### config.mk
export PLATFORM = sky130hd
export DESIGN_NAME = rf_port_arbiter
export DESIGN_NICKNAME = d
export VERILOG_FILES = /design/src/rtl/rf_arb_pkg.sv /design/src/rtl/rf_wb_fifo.sv /design/src/rtl/rf_port_arbiter.sv
export SDC_FILE = /design/constraint.sdc
export NUM_CORES = 1
export LEC_CHECK = 0
export ABC_AREA = 1
export CORE_ASPECT_RATIO = 1.5
export CORE_MARGIN = 2
export CORE_UTILIZATION = 45
export CTS_CLUSTER_SIZE = 40
export DETAILED_ROUTE_END_ITERATION = 16
export PLACE_DENSITY = 0.77
export SKIP_CTS_REPAIR_TIMING = 1
export SLEW_MARGIN = 40
export SYNTH_ARGS = -nofsm -noshare
export SYNTH_HDL_FRONTEND = slang
export SYNTH_HIERARCHICAL = 1
export SYNTH_SLANG_ARGS = --single-unit
### constraint.sdc
create_clock -name i_clk -period 10.4 [get_ports i_clk]
set_input_delay 1.04 -clock i_clk [delete_from_list [all_inputs] [get_ports i_clk]]
set_output_delay 1.04 -clock i_clk [all_outputs]
set_load 0.05 [all_outputs]
### src/rtl/rf_arb_pkg.sv
// Shared types and constants for the register-file port arbiter.
// Optional build macro RF_ARB_FWD_EN enables writeback-to-read forwarding.
package rf_arb_pkg;

  localparam int REG_IDX_W    = 5;
  localparam int XLEN_DEFAULT = 64;

  typedef struct packed {
    logic [REG_IDX_W-1:0]    rd;
    logic [XLEN_DEFAULT-1:0] value;
  } wb_entry_t;

  typedef enum logic [1:0] {
    GNT_NONE,
    GNT_WB,
    GNT_RD
  } grant_e;

endpackage

### src/rtl/rf_wb_fifo.sv
// Writeback FIFO with wrap-bit pointers; every entry is exposed oldest-first
// for the parallel hazard compare. RF_ARB_FWD_EN also exposes entry values.
module rf_wb_fifo
  import rf_arb_pkg::*;
#(
  parameter int DEPTH = 4,
  parameter int XLEN  = XLEN_DEFAULT
) (
  input  logic                           i_clk,
  input  logic                           i_rst_n,
  input  logic                           push_i,
  input  logic [REG_IDX_W-1:0]           push_rd_i,
  input  logic [XLEN-1:0]                push_value_i,
  input  logic                           pop_i,
  output logic                           ready_o,
  output logic                           empty_o,
  output logic [DEPTH-1:0]               ent_valid_o,
  output logic [DEPTH-1:0][REG_IDX_W-1:0] ent_rd_o,
  output logic [XLEN-1:0]                head_value_o
`ifdef RF_ARB_FWD_EN
  ,
  output logic [DEPTH-1:0][XLEN-1:0]     ent_value_o
`endif
);

  localparam int AW = $clog2(DEPTH);

  logic [AW:0]          rd_ptr_q, rd_ptr_d;
  logic [AW:0]          wr_ptr_q, wr_ptr_d;
  logic [AW:0]          count, count_d;
  logic                 ready_q;
  logic [REG_IDX_W-1:0] rd_mem  [DEPTH];
  logic [XLEN-1:0]      val_mem [DEPTH];
  logic [AW-1:0]        idx     [DEPTH];

  assign count    = wr_ptr_q - rd_ptr_q;
  assign wr_ptr_d = wr_ptr_q + (AW+1)'(push_i);
  assign rd_ptr_d = rd_ptr_q + (AW+1)'(pop_i);
  assign count_d  = wr_ptr_d - rd_ptr_d;
  assign empty_o  = (count == '0);
  assign ready_o  = ready_q;

  // Ready is registered from the next-state occupancy, so it reads 0 while full.
  always_ff @(posedge i_clk or negedge i_rst_n) begin
    if (!i_rst_n) begin
      rd_ptr_q <= '0;
      wr_ptr_q <= '0;
      ready_q  <= 1'b0;
    end else begin
      rd_ptr_q <= rd_ptr_d;
      wr_ptr_q <= wr_ptr_d;
      ready_q  <= (count_d != (AW+1)'(DEPTH));
    end
  end

  // NOTE: storage is not reset; validity comes only from the pointers, so a
  // reset needs no clearing of the entries themselves.
  always_ff @(posedge i_clk) begin
    if (push_i) begin
      rd_mem[wr_ptr_q[AW-1:0]]  <= push_rd_i;
      val_mem[wr_ptr_q[AW-1:0]] <= push_value_i;
    end
  end

  always_comb begin
    ent_valid_o = '0;
    ent_rd_o    = '0;
`ifdef RF_ARB_FWD_EN
    ent_value_o = '0;
`endif
    for (int k = 0; k < DEPTH; k++) begin
      idx[k]         = rd_ptr_q[AW-1:0] + AW'(k);
      ent_valid_o[k] = ((AW+1)'(k) < count);
      ent_rd_o[k]    = rd_mem[idx[k]];
`ifdef RF_ARB_FWD_EN
      ent_value_o[k] = val_mem[idx[k]];
`endif
    end
    head_value_o = val_mem[rd_ptr_q[AW-1:0]];
  end

endmodule

### src/rtl/rf_port_arbiter.sv
// Lossless arbiter for the single-access RF port: buffered writebacks, RAW
// hazard stall, bounded writeback streak. Macro RF_ARB_FWD_EN adds forwarding.
module rf_port_arbiter
  import rf_arb_pkg::*;
#(
  parameter int XLEN          = XLEN_DEFAULT,
  parameter int WB_DEPTH      = 4,
  parameter int MAX_WB_STREAK = 3
) (
  input  logic                 i_clk,
  input  logic                 i_rst_n,
  input  logic                 i_rd_valid,
  output logic                 o_rd_ready,
  input  logic [REG_IDX_W-1:0] i_rd_rs1,
  input  logic [REG_IDX_W-1:0] i_rd_rs2,
  output logic                 o_rsp_valid,
  output logic [XLEN-1:0]      o_rsp_rs1_value,
  output logic [XLEN-1:0]      o_rsp_rs2_value,
  input  logic                 i_wb_valid,
  output logic                 o_wb_ready,
  input  logic [REG_IDX_W-1:0] i_wb_rd,
  input  logic [XLEN-1:0]      i_wb_value,
  output logic                 o_rf_we,
  output logic [REG_IDX_W-1:0] o_rf_waddr,
  output logic [XLEN-1:0]      o_rf_wdata,
  output logic                 o_rf_re,
  output logic [REG_IDX_W-1:0] o_rf_raddr1,
  output logic [REG_IDX_W-1:0] o_rf_raddr2,
  input  logic [XLEN-1:0]      i_rf_rdata1,
  input  logic [XLEN-1:0]      i_rf_rdata2,
  output logic                 o_busy
);

  localparam int SW = $clog2(MAX_WB_STREAK + 1);

  logic                              push, fifo_empty, fifo_ready;
  logic [WB_DEPTH-1:0]               ent_valid;
  logic [WB_DEPTH-1:0][REG_IDX_W-1:0] ent_rd;
  logic [XLEN-1:0]                   head_value;
  logic                              run_q, rsp_valid_q;
  logic [SW-1:0]                     streak_q, streak_d;
  logic                              hazard, rd_eligible, rd_urgent;
  logic [XLEN-1:0]                   rsp1, rsp2;
  grant_e                            grant;

  // rd==0 is handshaked but never stored, so x0 can never hazard.
  assign push = i_wb_valid && fifo_ready && (i_wb_rd != '0);

`ifdef RF_ARB_FWD_EN
  logic [WB_DEPTH-1:0][XLEN-1:0] ent_value;
`endif

  rf_wb_fifo #(
    .DEPTH (WB_DEPTH),
    .XLEN  (XLEN)
  ) u_fifo (
    .i_clk        (i_clk),
    .i_rst_n      (i_rst_n),
    .push_i       (push),
    .push_rd_i    (i_wb_rd),
    .push_value_i (i_wb_value),
    .pop_i        (o_rf_we),
    .ready_o      (fifo_ready),
    .empty_o      (fifo_empty),
    .ent_valid_o  (ent_valid),
    .ent_rd_o     (ent_rd),
    .head_value_o (head_value)
`ifdef RF_ARB_FWD_EN
    ,
    .ent_value_o  (ent_value)
`endif
  );

  // NOTE: every combinational output gets a default first so no latch is inferred.
  always_comb begin
    hazard = 1'b0;
    for (int k = 0; k < WB_DEPTH; k++) begin
      if (ent_valid[k] && (ent_rd[k] != '0) &&
          ((ent_rd[k] == i_rd_rs1) || (ent_rd[k] == i_rd_rs2)))
        hazard = 1'b1;
    end
  end

`ifdef RF_ARB_FWD_EN
  // A hazarded read is served immediately from the youngest matching entry.
  assign rd_eligible = run_q && i_rd_valid;
  assign rd_urgent   = run_q && i_rd_valid && hazard;
`else
  assign rd_eligible = run_q && i_rd_valid && !hazard;
  assign rd_urgent   = 1'b0;
`endif

  always_comb begin
    grant = GNT_NONE;
    if (rd_urgent)
      grant = GNT_RD;
    else if (!fifo_empty && ((streak_q < SW'(MAX_WB_STREAK)) || !rd_eligible))
      grant = GNT_WB;
    else if (rd_eligible)
      grant = GNT_RD;
  end

  always_comb begin
    streak_d = streak_q;
    if (!i_rd_valid)
      streak_d = '0;
    else if (grant == GNT_WB && streak_q != SW'(MAX_WB_STREAK))
      streak_d = streak_q + SW'(1);
    else if (grant == GNT_RD)
      streak_d = '0;
  end

  // NOTE: state registers use non-blocking assignments only.
  always_ff @(posedge i_clk or negedge i_rst_n) begin
    if (!i_rst_n) begin
      run_q       <= 1'b0;
      streak_q    <= '0;
      rsp_valid_q <= 1'b0;
    end else begin
      run_q       <= 1'b1;
      streak_q    <= streak_d;
      rsp_valid_q <= (grant == GNT_RD);
    end
  end

`ifdef RF_ARB_FWD_EN
  logic            fwd1_hit, fwd2_hit, fwd1_sel_q, fwd2_sel_q;
  logic [XLEN-1:0] fwd1_val, fwd2_val, fwd1_q, fwd2_q;

  // Oldest-to-youngest scan: the last match wins, i.e. the youngest value.
  always_comb begin
    fwd1_hit = 1'b0;
    fwd2_hit = 1'b0;
    fwd1_val = '0;
    fwd2_val = '0;
    for (int k = 0; k < WB_DEPTH; k++) begin
      if (ent_valid[k] && (i_rd_rs1 != '0) && (ent_rd[k] == i_rd_rs1)) begin
        fwd1_hit = 1'b1;
        fwd1_val = ent_value[k];
      end
      if (ent_valid[k] && (i_rd_rs2 != '0) && (ent_rd[k] == i_rd_rs2)) begin
        fwd2_hit = 1'b1;
        fwd2_val = ent_value[k];
      end
    end
  end

  always_ff @(posedge i_clk or negedge i_rst_n) begin
    if (!i_rst_n) begin
      fwd1_sel_q <= 1'b0;
      fwd2_sel_q <= 1'b0;
      fwd1_q     <= '0;
      fwd2_q     <= '0;
    end else begin
      fwd1_sel_q <= (grant == GNT_RD) && fwd1_hit;
      fwd2_sel_q <= (grant == GNT_RD) && fwd2_hit;
      fwd1_q     <= fwd1_val;
      fwd2_q     <= fwd2_val;
    end
  end

  assign rsp1 = fwd1_sel_q ? fwd1_q : i_rf_rdata1;
  assign rsp2 = fwd2_sel_q ? fwd2_q : i_rf_rdata2;
`else
  assign rsp1 = i_rf_rdata1;
  assign rsp2 = i_rf_rdata2;
`endif

  assign o_rf_we         = (grant == GNT_WB);
  assign o_rf_waddr      = o_rf_we ? ent_rd[0] : '0;
  assign o_rf_wdata      = o_rf_we ? head_value : '0;
  assign o_rf_re         = (grant == GNT_RD);
  assign o_rd_ready      = o_rf_re;
  assign o_rf_raddr1     = o_rf_re ? i_rd_rs1 : '0;
  assign o_rf_raddr2     = o_rf_re ? i_rd_rs2 : '0;
  assign o_wb_ready      = fifo_ready;
  assign o_rsp_valid     = rsp_valid_q;
  assign o_rsp_rs1_value = rsp_valid_q ? rsp1 : '0;
  assign o_rsp_rs2_value = rsp_valid_q ? rsp2 : '0;
  assign o_busy          = !fifo_empty || rsp_valid_q;

endmodule

==> results of run 1 <==
state kept, by name, summed over array words and instances, names as in the netlist:
signal / cells
o_rsp_valid: 1
run_q: 1
u_fifo/val_mem: 256
u_fifo/ready_o: 1
u_fifo/rd_mem: 20
streak_q: 2
u_fifo/rd_ptr_q: 3
u_fifo/wr_ptr_q: 3
cell usage after synthesis (all sizes together):
cell type and number:
nand4 4, edfxtp 276, o311ai 1, xor2 7, conb 1, fa 1, a22oi 63, buf 39
clkbuf 19, nand3 78, inv 258, or3 1, nor3 4, dfrtp 11, a21oi 3, nand2 410
o21ai 42, ha 8, or2 2, nand3b 2, clkinv 1, mux2i 1, xnor2 10, nor2 104
worst max-delay path: stages, from the launching register on:
cell,delay [ns]
dfrtp_1,0.82
inv_2,0.32
nor2_4,0.14
buf_4,0.68
nor2_1,0.37
inv_2,0.23
nand2_1,0.06
o21ai_0,0.19
inv_1,0.15
nand2_1,0.09
nand2_1,0.06
nor2_1,0.11
nand3_1,0.08
nand2_1,0.06
nand2_1,0.06
nand2_1,0.07
inv_2,0.05
nand3_2,0.11
nand2_8,0.26
nor2_1,0.25
clkdlybuf4s50_1,0.85
layout make-up:
type | count | area, um^2
Antenna cell | 20 | 50.05
Clock buffer | 29 | 683.2
Clock inverter | 20 | 168.9
Fill cell | 2370 | 10470
Inverter | 259 | 972.2
Multi-Input combinational cell | 742 | 3505
Sequential cell | 287 | 8567
Tap cell | 395 | 494.2
Timing Repair Buffer | 438 | 4382
worst max path at each step:
stage	end	cells after the start	slack (ns)	from
floorplan	u_fifo/rd_mem[1][0]	5	3.75	i_wb_rd[3]
CTS	o_rf_wdata[16]	20	3.77	u_fifo/rd_ptr_q[0]
detailed placement	o_rf_wdata[16]	20	4.34	u_fifo/rd_ptr_q[0]
finish	o_rf_wdata[14]	20	3.73	u_fifo/rd_ptr_q[0]
global placement	o_rf_we	20	4.21	u_fifo/rd_ptr_q[0]
global route	o_rf_wdata[28]	20	3.28	u_fifo/rd_ptr_q[0]
metal layers:
metal  track usage, %  vias to the layer above  wire (um)
met5                0                        -         62
met4            10.97                       10       1203
met3            14.10                       69       6174
met2            52.04                      552      24190
met1            36.95                     5241      18760
li1                 -                     5164          -
kinds of logic after synthesis:
kind of cell,synth area share [%]
AO/OA/AOI/OAI,5.357
XOR/XNOR,1.116
adder cells (fa/ha/maj),0.9007
buffers and inverters,9.823
flip-flops,64.21
multiplexers,0.07506
other,0.02812
AND/OR/NAND/NOR,18.49
power breakdown:
group          switching [mW]  internal (mW)
combinational            3.02           1.27
clock                   0.408          0.547
sequential             0.0940           1.51
total                    3.52           3.32
==> impl_metrics.ini, run 1 <==
[sta]
rsz0062_at_grt = false
hold_viol = 0
period_share_pct = 64.16
timing.final.ws_setup_ns = 3.727
slew_headroom_pct = 43.12
max_freq_ghz = 0.1499
setup_viol = 0
slew_violations = 0
clock_skew_ns = 0.01880
hold_slack_ns = 0.5194
fin_setup_tns_ns = 0
period_minus_slack_ns = 6.673
worstMarginPinSlew_ns = 0.8531

[drt]
drc = 0
wl_per_cell_um = 23.01
drtAntennaViolNets = 0
wl_um = 50390
dr.pass1.iters = 5
dr_total_vias = 11040
dr.first_iter.drc_count = 746
vias_per_cell = 5.039

[pwr]
power.leakage_nw = 8.075
vdd_drop_max_v = 0.0004567
powerDensity_nw_per_um2 = 363.5
p_total_mw = 6.842

[cells_and_area]
fin_area_um2 = 18820
finalNetCount = 1975
instances_no_fill = 2190
final_cell_mix = 423 x clkdlybuf4s50_1, 409 x nand2_1, 276 x edfxtp_1
utilization_pct = 64.26
syn_to_final_growth_pct = 41.13
drive_above_1_share_pct = 5.408
layout_commonest_cell = clkdlybuf4s50_1

[setup_path]
cp_max_fo = 70
r2r_setup_slack_ns = 4.74
r2r_start = u_fifo/rd_ptr_q[0]
r2r-end = u_fifo/ready_o
startpoint_type = register
critPathKind = reg2out
worstSetupEndpointType = primary output
critPathRequiredTime_ns = 9.36
r2r_cells = 24
arrival_ns = 5.63

[logic_synthesis]
ys_seq_area_share_pct = 64.21
synth_top_area_share_pct = 62.14
syn_area_per_cell_um2 = 9.908
yosysWarnings = 6
syn_nets = 1566
ys_types = 35
syn_inst = 1346
yosys.area.top_type = edfxtp_1
syn_area_um2 = 13340
ys_ff_latch = 287
ys_top_cells_by_area = edfxtp_1 62%, nand2_1 12%, inv_1 7.0%

[placement]
place_ws_ns = 4.345
place.port_buffers = 423
place_inst = 2121
dp_hpwl_um = 37480
placed_area_um2 = 17920
gp_congestion = 0.9785

[die]
die_area_um2 = 31060
start_util_pct = 45.54
rows = 77
die_y_um = 214.8
fp.coreArea_um2 = 29290
die_w_um = 144.6
pin_count = 424

[flow_run]
max_cap_violations = 0

[clock_network]
clock-sinks = 287
cts_tree = built
clk_pin_slew_ns = 0.08
numCtsBuffers = 27
worstSkewPairLatency_ns = 0.54
cts.htree.levels = 1
cts_buffer_depth = 3
cts_root_buf = clkbuf_16

[grt]
first_global_vias = 10950
grt_max_degree = 71
grt_use_total_pct = 31.77
antenna_found_initial = 25
grt_pass1_wl_um = 70440
grt_overflow = 0

[worst_hold_path]
hold_class = reg2reg
hold_end = streak_q[1]
worstHoldStart = streak_q[1]
hold_depth = 2

[outcome]
status = completed
Note: power is estimated with default switching activity, not from simulation.
==> run 2, diff against run 1 <==
==> constraint.sdc (replaced) <==
create_clock -name i_clk -period 6.75 [get_ports i_clk]
set_input_delay 0.675 -clock i_clk [delete_from_list [all_inputs] [get_ports i_clk]]
set_output_delay 0.675 -clock i_clk [all_outputs]
set_load 0.05 [all_outputs]
==> run 2 against run 1 <==
Clock-buffer cell count grew 2. Total power grew 55%. Critical path depth shrank 1. Sequential share of layout area shrank 0.14 points. Sequential power grew 54%. Critical endpoint is now o_rf_we. Register-to-register slack lost 3.2 ns. Largest cell class unchanged. Die area is the same. Non-clock buffer count shrank 2.
==> impl_metrics.ini, run 2 (synthesis results as in run 1) <==
[outcome]
status = completed

[sta]
clock_skew_ns = 0.01378
period_minus_slack_ns = 5.915
worstMarginPinSlew_ns = 0.8331
setup_viol = 0
hold_viol = 0
rsz0062_at_grt = false
slew_headroom_pct = 44.46
max_freq_ghz = 0.1691
timing.final.ws_setup_ns = 0.8347
fin_setup_tns_ns = 0
period_share_pct = 87.63
slew_violations = 0

[setup_path]
crit_start = u_fifo/rd_ptr_q[0]
r2r_start = u_fifo/rd_ptr_q[0]
critPathKind = reg2out
critPathMaxStageDelay_ns = 0.84
startpoint_type = register
critPathRequiredTime_ns = 6.07
cp_common_cell = nand2_1
cp_max_fo = 70
worstSetupEndpointType = primary output
cp_top_family = buffers and inverters
path_buf_inv = 7
path_cells = inv_2 -> nand2_1 -> inv_2 -> nor2_1 -> inv_2 -> o21ai_0 -> inv_1 -> nand2_1 -> nand2_1 -> nor2_1 -> nand3_1 -> nand2_1 -> nand2_1 -> nand2_1 -> inv_2 -> nand3_2 -> nand2_8 -> inv_1 -> clkdlybuf4s50_1
arrival_ns = 5.24
crit_slowest_cell = dfrtp_1

[die]
die_y_um = 214.8
die_w_um = 144.6
rows = 77
pin_count = 424
start_util_pct = 45.54
fp.coreArea_um2 = 29290
die_area_um2 = 31060

[grt]
grt_use_total_pct = 32.08
grt_overflow = 0
first_global_vias = 10820
antenna_found_initial = 19
grt_max_degree = 88
grt_pass1_wl_um = 71310

[pwr]
power.leakage_nw = 8.091
powerDensity_nw_per_um2 = 562.1
pwr-share-clk_pct = 14.6
power.switching_mw = 5.410
switching_share_pct = 50.98
power.internal_mw = 5.202
pwr-share-seq_pct = 23.3
vdd_drop_max_v = 0.0005551
power_frac_comb_pct = 62.2

[drt]
wl_um = 50380
dr.first_iter.drc_count = 873
dr_total_vias = 11030
drc = 0
vias_per_cell = 5.045
drtAntennaViolNets = 0
dr.pass1.iters = 5
wl_per_cell_um = 23.05

[placement]
place_ws_ns = 1.414
dp_hpwl_um = 36730
gp_congestion = 0.9326
place.port_buffers = 423

[flow_run]
max_cap_violations = 0

[cells_and_area]
final_cell_mix = 423 x clkdlybuf4s50_1, 409 x nand2_1, 276 x edfxtp_1
layout_commonest_cell = clkdlybuf4s50_1
finalNetCount = 1972
syn_to_final_growth_pct = 41.55
largest_reg_flops = 256
drive_above_1_share_pct = 5.421

[clock_network]
clock-sinks = 287
cts_tree = built
cts_root_buf = clkbuf_16
clk_pin_slew_ns = 0.07
numCtsBuffers = 26
cts.htree.levels = 1
worstSkewPairLatency_ns = 0.54
cts_buffer_depth = 3

[worst_hold_path]
hold_class = in2async
## run 2: layout make-up
class | count | area [um^2]
inverter | 259 | 974.7
clock inverter | 16 | 206.4
tap | 395 | 494.2
clock buffer | 31 | 690.7
multi-input combinational | 742 | 3505
sequential | 287 | 8567
timing repair buffer | 436 | 4390
fill | 2354 | 10410
antenna | 20 | 50.05
## run 2: path summary, 6_finish.rpt
kind	to	slack [ns]	cells past startpoint
max in group asynchronous	o_rsp_valid	5.70	1
worst min register to register	streak_q[1]	0.56	2
worst max register to register	u_fifo/ready_o	1.54	24
worst max-delay path	o_rf_we	0.83	19
worst min-delay path	o_rsp_valid	0.54	1
min in group i_clk	streak_q[1]	0.56	2
## run 2: power groups by stage
stage,clock network (mW),logic [mW],registers (mW)
floorplan,0,4.50,2.49
global placement,0,6.48,2.49
detailed placement,0,6.57,2.50
CTS,1.56,6.60,2.47
global route,1.63,6.98,2.50
finish,1.54,6.60,2.47
## run 2: stage by stage
step	util, %	instances	hold slack [ns]	total power, mW	cell area [um^2]
finish	64.46	2186	0.5446	10.61	18880
global route	64.41	2180	0.5662	11.11	18860
CTS	64.19	2165	0.5199	10.62	18800
detailed placement	61.13	2118	0.5069	9.069	17900
global placement	60.91	2116	0.4919	8.966	17840
floorplan	-	1346	0.3794	6.986	13340
## run 2: per-layer routing
metal  routed length [um]  global-route usage, %  up-vias
met5                   32                      0        -
met4                 1888                  14.01        6
met3                 6925                  15.29       85
met2                22940                  48.66      599
met1                18600                  38.95     5182
li1                     -                      -     5156
==> run 3, diff against run 2 <==
--- a/config.mk
+++ b/config.mk
@@ -5,15 +5,14 @@
 export SDC_FILE = /design/constraint.sdc
 export NUM_CORES = 1
 export LEC_CHECK = 0
-export ABC_AREA = 1
 export CORE_ASPECT_RATIO = 1.5
 export CORE_MARGIN = 2
 export CORE_UTILIZATION = 45
 export CTS_CLUSTER_SIZE = 40
 export DETAILED_ROUTE_END_ITERATION = 16
-export PLACE_DENSITY = 0.77
+export PLACE_DENSITY = 0.78
 export SKIP_CTS_REPAIR_TIMING = 1
-export SLEW_MARGIN = 40
+export SLEW_MARGIN = 20
 export SYNTH_ARGS = -nofsm -noshare
 export SYNTH_HDL_FRONTEND = slang
 export SYNTH_HIERARCHICAL = 1
==> run 3 against run 2 <==
Synthesized cell count shrank 44%. Clock power is 5% lower. Total power fell by 6.6%. Highest routed layer unchanged. Sequential cell count unchanged. Critical path type unchanged. Utilization fell by 0.50 points. Largest power group unchanged.
==> impl_metrics.ini, run 3 <==
[outcome]
status = completed

[logic_synthesis]
synth_compound_area_share_pct = 1.003
yosys-top-cells-count = 276 x edfxtp_1, 199 x and2_1, 84 x mux4_2
ys_seq_area_share_pct = 66.02
synth_fa_ha_area_share_pct = 0.9261
yosysWarnings = 6
ys_ff_latch = 287
yosys_most_used_dff = edfxtp_1
synth-edff-count = 276
yosysMostFrequentCell = edfxtp_1
synth_xor_area_share_pct = 3.145
syn_inst = 748
ys_types = 32
syn_area_um2 = 12970
syn_nets = 968
ys_top_cells_by_area = edfxtp_1 64%, mux4_2 15%, and2_1 9.6%
syn_area_per_cell_um2 = 17.34
synth_top_area_share_pct = 63.90
synth_top_family_by_area = multiplexers
async_flop_share_pct = 3.833
synthSimpleGateAreaFrac_pct = 11.50
yosys.area.top_type = edfxtp_1
synth_mux_area_share_pct = 14.59

[setup_path]
crit_start = u_fifo/rd_ptr_q[1]
crit_end = o_rd_ready
r2r-end = u_fifo/ready_o
r2r_start = u_fifo/rd_ptr_q[1]
critPathKind = reg2out
startpoint_type = register
r2r_cells = 12
arrival_ns = 4.90
critPathRequiredTime_ns = 6.07
r2r_setup_slack_ns = 2.24
cp_max_fo = 59
worstSetupEndpointType = primary output

[sta]
slew_violations = 0
rsz0062_at_grt = false
max_freq_ghz = 0.1792
hold_viol = 0
fin_setup_tns_ns = 0
period_minus_slack_ns = 5.579
clock_skew_ns = 0.01118
worstMarginPinSlew_ns = 1.093
setup_viol = 0
slew_headroom_pct = 27.16
period_share_pct = 82.65

[die]
pin_count = 424
die_w_um = 142.6
start_util_pct = 45.46
die_y_um = 211.9
fp.coreArea_um2 = 28530
die_area_um2 = 30220
rows = 76

[grt]
grt_pass1_wl_um = 58720
grt_overflow = 0
first_global_vias = 8575
grt_use_total_pct = 27.73
antenna_found_initial = 3
grt_max_degree = 100

[cells_and_area]
fin_area_um2 = 18240
layout_commonest_cell = clkdlybuf4s50_1
largest_reg_flops = 256
drive_above_1_share_pct = 11.79
syn_to_final_growth_pct = 40.66
instances_no_fill = 1523
final_cell_mix = 423 x clkdlybuf4s50_1, 276 x edfxtp_1, 199 x and2_1
finalNetCount = 1372

[placement]
placed_area_um2 = 17390
dp_hpwl_um = 31330
place_inst = 1477
place.port_buffers = 423
gp_congestion = 0.8910

[pwr]
vdd_drop_max_v = 0.0005752
power.leakage_nw = 6.265
powerDensity_nw_per_um2 = 543.1
p_total_mw = 9.909

[drt]
wl_per_cell_um = 27.76
vias_per_cell = 5.381
dr_total_vias = 8196
wl_um = 42280
drtAntennaViolNets = 0
dr.first_iter.drc_count = 426
drc = 0
dr.pass1.iters = 5

[clock_network]
worstSkewPairLatency_ns = 0.53
cts_tree = built
numCtsBuffers = 24
cts_buffer_depth = 3
cts_root_buf = clkbuf_16
cts.htree.levels = 1
clk_pin_slew_ns = 0.07
clock-sinks = 287

[flow_run]
max_cap_violations = 0

[worst_hold_path]
hold_class = in2async
run 3: cell types whose count changed in the layout (fill, tap and decap cells not counted), sizes merged, moves of 6 or more:
cell	change
mux4	+84
diode	-18
nand2	-405
xnor2	-9
and3	+13
xor2	+36
inv	-251
buf	-6
a22oi	-59
o21ai	-36
nand3	-76
nor2	-93
and2	+199
run 3: stage by stage:
stage	util, %	worst slack, ns	hold WS (ns)
3_3_place_gp	60.97	1.657	0.5108
4_1_cts	63.93	1.054	0.4948
2_1_floorplan	-	2.346	0.3794
3_5_place_dp	60.97	1.642	0.5195
5_1_grt	63.95	0.9179	0.5167
6_report	63.95	1.171	0.4909
run 3: logic make-up after synthesis:
| family | count (synthesis) |
|---|---|
| DFF | 287 |
| adders and majority gates | 9 |
| AOI/OAI and AO/OA | 17 |
| buffers and inverters | 59 |
| other | 1 |
| muxes | 84 |
| xor gates and xnor gates | 45 |
| and+or+nand+nor | 246 |
run 3: layout make-up:
class,instances,area [um^2]
flip-flops and latches,287,8572
multi-input cells,402,4070
fillers,2051,10280
inverters,7,26.28
clock buffers,26,629.4
repair buffers,430,4287
well taps,351,439.2
diodes,2,5.005
clock inverters,18,215.2
run 3: power breakdown:
part | leakage, nW | switching, mW | internal [mW]
combinational | 3.20 | 3.74 | 2.14
sequential | 2.65 | 0.243 | 2.32
clock | 0.416 | 0.600 | 0.865
total | 6.26 | 4.58 | 5.33
run 3: how the worst min path moves through the flow:
stage	startpoint	slack, ns	depth (start not counted)	end
after global routing	i_rst_n	0.52	1	streak_q[1]
after global placement	u_fifo/wr_ptr_q[2]	0.51	1	u_fifo/wr_ptr_q[2]
after detailed placement	u_fifo/wr_ptr_q[2]	0.52	1	u_fifo/wr_ptr_q[2]
after CTS	i_rst_n	0.49	1	streak_q[1]
final	i_rst_n	0.49	1	streak_q[0]
after floorplan	i_rst_n	0.38	0	o_rsp_valid
run 3: per-layer routing:
| metal | routed length [um] | vias up | global-route usage, % |
|---|---|---|---|
| li1 | - | 3626 | - |
| met1 | 14770 | 4094 | 31.97 |
| met2 | 19320 | 427 | 42.94 |
| met3 | 7148 | 47 | 17.94 |
| met4 | 1028 | 2 | 7.545 |
| met5 | 16 | - | 0 |
run 3: worst max-delay path: stages (launching register included):
cell and delay, ns:
dfrtp_4 0.99, mux4_2 0.67, or4_1 0.55, o21ai_0 0.17
o22ai_1 0.15, nor2_1 0.54, and2_1 0.40, clkdlybuf4s50_1 0.88
